**config.mk**
```make
export PLATFORM = sky130hd
export DESIGN_NAME = axi_sram_responder
export DESIGN_NICKNAME = d
export VERILOG_FILES = /design/src/rtl/axi_sram_responder.sv
export SDC_FILE = /design/constraint.sdc
export NUM_CORES = 1
export LEC_CHECK = 0
export ABC_AREA = 1
export BUFFER_PORTS_ARGS = -buffer_cell sky130_fd_sc_hd__buf_2
export CAP_MARGIN = 20
export CELL_PAD_IN_SITES_DETAIL_PLACEMENT = 0
export CELL_PAD_IN_SITES_GLOBAL_PLACEMENT = 2
export CORE_MARGIN = 1
export CORE_UTILIZATION = 22
export CTS_CLUSTER_SIZE = 40
export DETAILED_ROUTE_END_ITERATION = 10
export HOLD_SLACK_MARGIN = 0.12
export PLACE_DENSITY = 0.84
export SLEW_MARGIN = 20
export SYNTH_ARGS = -nofsm -noshare
export SYNTH_HDL_FRONTEND = slang
export SYNTH_SLANG_ARGS = --single-unit
```
**constraint.sdc**
```tcl
create_clock -name clk -period 2.08 [get_ports clk]
set_clock_uncertainty 0.15 [all_clocks]
set_input_delay 0.416 -clock clk [delete_from_list [all_inputs] [get_ports clk]]
set_output_delay 0.416 -clock clk [all_outputs]
set_load 0.02 [all_outputs]
```
**src/rtl/axi_sram_responder.sv**
```systemverilog
// AXI4-Lite responder in front of a 512x45 single-port SRAM macro; partial writes use read-modify-write.
// Optional byte parity in bits [35:32] is enabled by defining SRAM_PARITY_EN.
module axi_sram_responder #(
  parameter int DEPTH  = 512,
  parameter int IDX_W  = 9,
  parameter int SRAM_W = 45,
  parameter int DATA_W = 32
) (
  input  logic              clk,
  input  logic              resetn,
  input  logic              mem_axi_awvalid,
  output logic              mem_axi_awready,
  input  logic [31:0]       mem_axi_awaddr,
  input  logic              mem_axi_wvalid,
  output logic              mem_axi_wready,
  input  logic [DATA_W-1:0] mem_axi_wdata,
  input  logic [3:0]        mem_axi_wstrb,
  output logic              mem_axi_bvalid,
  input  logic              mem_axi_bready,
  output logic [1:0]        mem_axi_bresp,
  input  logic              mem_axi_arvalid,
  output logic              mem_axi_arready,
  input  logic [31:0]       mem_axi_araddr,
  output logic              mem_axi_rvalid,
  input  logic              mem_axi_rready,
  output logic [DATA_W-1:0] mem_axi_rdata,
  output logic [1:0]        mem_axi_rresp,
  output logic              sram_ce,
  output logic              sram_we,
  output logic [IDX_W-1:0]  sram_addr,
  output logic [SRAM_W-1:0] sram_wdata,
  input  logic [SRAM_W-1:0] sram_rdata
);

  localparam logic [1:0]       RESP_OKAY   = 2'b00;
  localparam logic [1:0]       RESP_SLVERR = 2'b10;
  localparam logic [IDX_W-1:0] IDX_MASK    = IDX_W'(DEPTH - 1);

  typedef enum logic [2:0] {
    IDLE, RD_ISSUE, RD_CAP, RD_RESP, WR_FULL, WR_RMW_RD, WR_MERGE, WR_RESP
  } state_t;

  state_t             state, state_nxt;
  logic [IDX_W-1:0]   idx_q;
  logic [DATA_W-1:0]  wdata_q, rdata_q, merged;
  logic [3:0]         wstrb_q;
  logic [1:0]         rresp_q, bresp_q;
  logic               wr_pair, wr_hs, rd_hs, par_err;
  logic               unused_bits;

  assign wr_pair = mem_axi_awvalid & mem_axi_wvalid;
  assign wr_hs   = (state == IDLE) & wr_pair;
  assign rd_hs   = (state == IDLE) & mem_axi_arvalid & ~wr_pair;

`ifdef SRAM_PARITY_EN
  function automatic logic [3:0] byte_par(input logic [DATA_W-1:0] d);
    logic [3:0] p;
    for (int b = 0; b < 4; b++) p[b] = ^d[8*b +: 8];
    return p;
  endfunction

  function automatic logic [SRAM_W-1:0] encode(input logic [DATA_W-1:0] d);
    return {{(SRAM_W-DATA_W-4){1'b0}}, byte_par(d), d};
  endfunction

  assign par_err     = byte_par(sram_rdata[DATA_W-1:0]) != sram_rdata[DATA_W+3:DATA_W];
  assign unused_bits = ^{mem_axi_awaddr[31:IDX_W+2], mem_axi_awaddr[1:0],
                         mem_axi_araddr[31:IDX_W+2], mem_axi_araddr[1:0],
                         sram_rdata[SRAM_W-1:DATA_W+4]};
`else
  function automatic logic [SRAM_W-1:0] encode(input logic [DATA_W-1:0] d);
    return {{(SRAM_W-DATA_W){1'b0}}, d};
  endfunction

  assign par_err     = 1'b0;
  assign unused_bits = ^{mem_axi_awaddr[31:IDX_W+2], mem_axi_awaddr[1:0],
                         mem_axi_araddr[31:IDX_W+2], mem_axi_araddr[1:0],
                         sram_rdata[SRAM_W-1:DATA_W]};
`endif

  // Unstrobed bytes come from the word read back in WR_RMW_RD.
  always_comb begin
    merged = '0;
    for (int b = 0; b < 4; b++)
      merged[8*b +: 8] = wstrb_q[b] ? wdata_q[8*b +: 8] : sram_rdata[8*b +: 8];
  end

  always_ff @(posedge clk or negedge resetn) begin
    if (!resetn) state <= IDLE;
    else         state <= state_nxt;
  end

  always_comb begin
    state_nxt = state;
    case (state)
      IDLE: begin
        if (wr_hs)      state_nxt = (mem_axi_wstrb == 4'hF) ? WR_FULL : WR_RMW_RD;
        else if (rd_hs) state_nxt = RD_ISSUE;
      end
      RD_ISSUE:  state_nxt = RD_CAP;
      RD_CAP:    state_nxt = RD_RESP;
      RD_RESP:   if (mem_axi_rready) state_nxt = IDLE;
      WR_FULL:   state_nxt = WR_RESP;
      WR_RMW_RD: state_nxt = WR_MERGE;
      WR_MERGE:  state_nxt = WR_RESP;
      WR_RESP:   if (mem_axi_bready) state_nxt = IDLE;
      default:   state_nxt = IDLE;
    endcase
  end

  always_ff @(posedge clk or negedge resetn) begin
    if (!resetn) begin
      idx_q   <= '0;
      wdata_q <= '0;
      wstrb_q <= '0;
      rdata_q <= '0;
      rresp_q <= RESP_OKAY;
      bresp_q <= RESP_OKAY;
    end else begin
      if (wr_hs) begin
        idx_q   <= mem_axi_awaddr[IDX_W+1:2] & IDX_MASK;
        wdata_q <= mem_axi_wdata;
        wstrb_q <= mem_axi_wstrb;
        bresp_q <= RESP_OKAY;
      end else if (rd_hs) begin
        idx_q   <= mem_axi_araddr[IDX_W+1:2] & IDX_MASK;
      end
      if (state == RD_CAP) begin
        rdata_q <= sram_rdata[DATA_W-1:0];
        rresp_q <= par_err ? RESP_SLVERR : RESP_OKAY;
      end
      if (state == WR_MERGE)
        bresp_q <= par_err ? RESP_SLVERR : RESP_OKAY;
    end
  end

  always_comb begin
    mem_axi_awready = wr_hs;
    mem_axi_wready  = wr_hs;
    mem_axi_arready = rd_hs;
    mem_axi_rvalid  = (state == RD_RESP);
    mem_axi_bvalid  = (state == WR_RESP);
    mem_axi_rdata   = rdata_q;
    mem_axi_rresp   = rresp_q;
    mem_axi_bresp   = bresp_q;
    sram_addr       = idx_q;
    sram_ce         = 1'b0;
    sram_we         = 1'b0;
    sram_wdata      = '0;
    case (state)
      RD_ISSUE, WR_RMW_RD: sram_ce = 1'b1;
      WR_FULL: begin
        sram_ce    = 1'b1;
        sram_we    = 1'b1;
        sram_wdata = encode(wdata_q);
      end
      WR_MERGE: begin
        sram_ce    = 1'b1;
        sram_we    = 1'b1;
        sram_wdata = encode(merged);
      end
      default: ;
    endcase
  end

endmodule

```
Word-level counts from Yosys, hierarchy flattened
Index checks and enable logic that the tools add are counted.
- eq/ne operators: 11
- multiplexer cells: 17
- bitwise operators: 5
- reduce and logical (&&, ||, !) cells: 6
- operators by type and width (kind ; number):
    32-bit case mux with 2 select lines ; 1
    8-bit 2-to-1 mux ; 4
    3-bit case mux with 7 select lines ; 1
    9-bit 2-to-1 mux ; 2
    3-bit == test (second input constant) ; 4
    3-bit 2-to-1 mux ; 4
    3-bit by 2-bit == test with 1-bit output (second input constant) ; 2
    1-bit AND ; 4
    4-bit == test (second input constant) ; 1
    2-bit 2-to-1 mux ; 2
    2-bit by 1-bit inequality test with 1-bit output (second input constant) ; 2
    2-bit nonzero test ; 2
    4-bit OR reduction ; 1
    3-bit by 1-bit == test with 1-bit output (second input constant) ; 1
    3-bit logical NOT ; 1
    1-bit 2-to-1 mux ; 3
    3-bit inequality test (second input constant) ; 1
    3-bit AND reduction ; 1
    2-bit OR reduction ; 1
    1-bit NOT ; 1
- register bits: 82
- output and inout bits: 97
- word-level logic and storage cells: 45

Logic depth before layout (Yosys ltp)
- depth in word-level cells: 6
- depth in mapped cells: 8
- gate-level depth less buffers: 7

Least setup slack after synthesis
Ideal clock, no wire load.
- kind: reg-to-output
- start point: register state[1]
- end point: output sram_wdata[16]
- data arrival time: 1385 ps
- required time: 1514 ps
- slack: 129 ps
- cell stages (with the launch flop): 5
- cells stage by stage: dfrtp_1 > inv_1 > nand3_1 > clkbuf_1 > o21ai_0
- longest elaborated chain between the ends: 2
- elaborated cells between the ends (all ways): 3
- classes of those cells: 2 x eq/ne; 1 x mux
- ends and longest elaborated chain (item ; RTL line ; RTL):
    start, declared ; 43 ; state_t state, state_nxt;
    start signal, assigned ; 90 ; else state <= state_nxt;
    3-bit == test ; 150 ; case (state)
    32-bit case mux with 2 select lines (*) ; 150 ;
    end, declared ; 31 ; output logic [SRAM_W-1:0] sram_wdata,
Every way passes the cells marked *; elsewhere a longest branch is shown, timed or not.

Worst setup path in the final report
- start point: register state[0]
- end point: output sram_wdata[24]
Same word-level chain as after synthesis.

==> summary.md <==
| Metric | Value |
|---|---|
| Status | `complete, but fails checks` |
| Failing checks | `setup timing` |
| CP max stage delay | `0.43 ns` |
| Final setup violation count | `32` |
| Final WS setup | `-0.0983 ns` |
| Max FO, Critical Path | `8` |
| Ranking of synthesized cells by area | `dfrtp_1 48%, nand2_1 17%, o21ai_0 14%` |
| F_max | `0.459 GHz` |
| Leakage power | `3.26 nW` |
| Power Density | `1410 nW/um^2` |
| Prevailing post-synth register cell | `dfrtp_1` |
| Filler cell count | `2073` |
| Post-Place Cells | `957` |
| TritonCTS Buffers | `9` |
| Vias in the first global route | `3881` |
| Worst path slowest cell | `dfrtp_2` |
| # IOs | `249` |
| # clock sinks | `80` |
| CTS tree | `built` |
| Final WL | `12900 um` |
| Ys Warns | `0` |
| Drc violations | `0` |
| CP Capture Type | `primary output` |
| Vias | `3979` |
| Die area | `19600 um^2` |
| Antenna Nets Post-Route | `0` |
| Synth top area share | `47.8%` |
| Cell variety after synth | `23` |
| Via/cell ratio | `4.03` |
| Largest net degree at the start of global routing | `65` |
| Final worst-path cycle share | `105%` |
| Core Area | `18700 um^2` |
| Slew Limit Fails | `0` |
| Starting Density | `22.4%` |
| CP Launch Type | `flip-flop` |
| Cells after Synth | `568` |
| Die X | `140 um` |
| Initial drt markers | `93` |
| Longest Clk Path Bufs | `2` |
| Detail Placement HPWL | `8930 um` |
| Final net count | `902` |
| EDFF count, synth | `0` |
| Ant diodes | `0` |
| Dominant cell type by area after synthesis | `dfrtp_1` |
| Commonest cells after routing, fill and taps aside | `174 x nand2_1, 136 x buf_2, 92 x inv_1` |
| Clock latency reported for the late side of the worst-skew pair | `0.34 ns` |
| Cell Rows | `50` |
| RSZ-0062 raised after global routing | `true` |
| CTS H-tree depth | `3` |
| Clock period minus worst slack | `2.18 ns` |
| Synth Area per Inst | `7.38 um^2` |
| Area growth from synthesis to layout | `45.6%` |
| Post-Syn Area | `4190 um^2` |
| WL per Instance | `13.0 um` |
| Most common cell after layout, fill and taps aside | `nand2_1` |
| First-pass GRT wire length | `20500 um` |
| CP required | `1.51 ns` |
| Final hold vios | `0` |
| Setup CP Type | `flip-flop to primary output` |
| Seq cells post-synth | `80` |
| Maxcap violations | `0` |
| Die height | `140 um` |
| WP data arrival | `1.61 ns` |
| Async set or reset register ratio after synthesis | `100%` |
| WP buf/inv | `3` |
| Post-Layout Cell Count | `988` |
| Fraction of layout cells with a size suffix above 1 | `35.0%` |
| Initial antenna violation count | `1` |
| Cells along the critical path | `nor3_4 > buf_6 > buf_16 > nand2_2 > o21ai_1 > buf_4` |
| HP Class | `input pin to flip-flop` |
| Final setup TNS | `-1.83 ns` |
| Placer Congestion | `0.741` |
| Seq/Total Area, Yosys | `47.8%` |
| Worst vdd ir | `784 uV` |
| Clock slew seen by the registers of the worst setup and hold paths | `0.06 ns` |
| Initial DRT Pass Iterations | `4` |
| GRT Total Usage | `13.7%` |
| Clk root buf | `clkbuf_16` |
| Grt ovf | `0` |
| Port Buffer Count | `172` |
| Delay-heaviest family, CP | `buffers and inverters` |
layer usage:
layer / global-route usage, % / wire length (um) / vias to the layer above
li1: - / - / 2072
met1: 16.7 / 5800 / 1791
met2: 23.5 / 6280 / 100
met3: 2.84 / 566 / 14
met4: 5.73 / 223 / 2
met5: 0 / 13 / -
synth_stat cells, types with 3 or more instances:
| master | instances |
|---|---|
| buf_6 | 3 |
| inv_1 | 92 |
| clkbuf_1 | 15 |
| o21ai_1 | 13 |
| nand3_1 | 10 |
| dfrtp_1 | 80 |
| buf_2 | 7 |
| nand2_1 | 189 |
| buf_4 | 22 |
| o21ai_0 | 116 |
| nor2_1 | 6 |
| inv_2 | 4 |
registers in the layout, indices dropped and copies added, names as in the netlist:
signal	cells
mem_axi_rdata	32
sram_addr	9
state	3
wdata_q	32
wstrb_q	4
cell families after synthesis:
group,Yosys count,share of synthesized area [%]
simple gates,212,20.5
buf+inv,143,15.5
compound gates,132,16.1
flops,80,47.8
other cells,1,0.0895
power breakdown:
group          leakage [nW]  switching [mW]  internal [mW]  total (mW)
combinational          2.15            2.62           1.58        4.19
sequential            0.972           0.462           2.35        2.81
clock                 0.145           0.629          0.950        1.58
total                  3.26            3.71           4.88        8.58
path summary, 6_finish.rpt:
check	start	to	slack, ns	depth (start not counted)
setup / recovery	state[0]	sram_wdata[24]	-0.1	6
hold / removal	mem_axi_wdata[26]	wdata_q[26]	0.14	3
setup reg to reg	state[2]	sram_addr[0]	0.19	9
hold reg to reg	mem_axi_rdata[27]	mem_axi_rdata[27]	0.33	2
max in group asynchronous	resetn	wstrb_q[0]	0.82	3
min in group asynchronous	resetn	mem_axi_rdata[12]	0.42	2
layout make-up:
cell class | count | area [um^2] | share of cell area [%]
sequential | 80 | 2010 | 32.9
clock inverter | 4 | 45.0 | 0.738
multi-input combinational | 361 | 1750 | 28.6
inverter | 96 | 365 | 5.98
tap | 234 | 293 | 4.80
clock buffer | 11 | 243 | 3.98
timing repair buffer | 202 | 1410 | 23.0
worst min-delay path, delay by kind of cell:
kind                   cells  cell delay, ns
AO/OA/AOI/OAI              1            0.06
AND/OR/NAND/NOR            1            0.04
buffers and inverters      1            0.07
stage by stage:
stage	area, um^2	util (%)	hold WS (ns)	setup slack, ns	total power [mW]
2_1_floorplan	4250	-	-0.0296	0.129	5.21
5_1_grt	6100	32.6	0.131	-0.199	9.32
3_3_place_gp	5300	28.3	0.247	0.0990	6.42
6_report	6100	32.6	0.136	-0.0983	8.58
3_5_place_dp	5300	28.3	0.245	0.114	6.49
4_1_cts	5880	31.4	0.121	-0.135	8.48
timing repair:
| item | CTS | global route |
|---|---|---|
| resized for setup | 72 | 65 |
| gates cloned | 2 | 0 |
| buffers inserted | 6 | 4 |
| endpoints found under the hold margin | 32 | 0 |
| hold buffers | 5 | 0 |
| setup endpoints to repair | 34 | 36 |
| pin swaps | 2 | 5 |
Power figures use the tool's default switching activity.
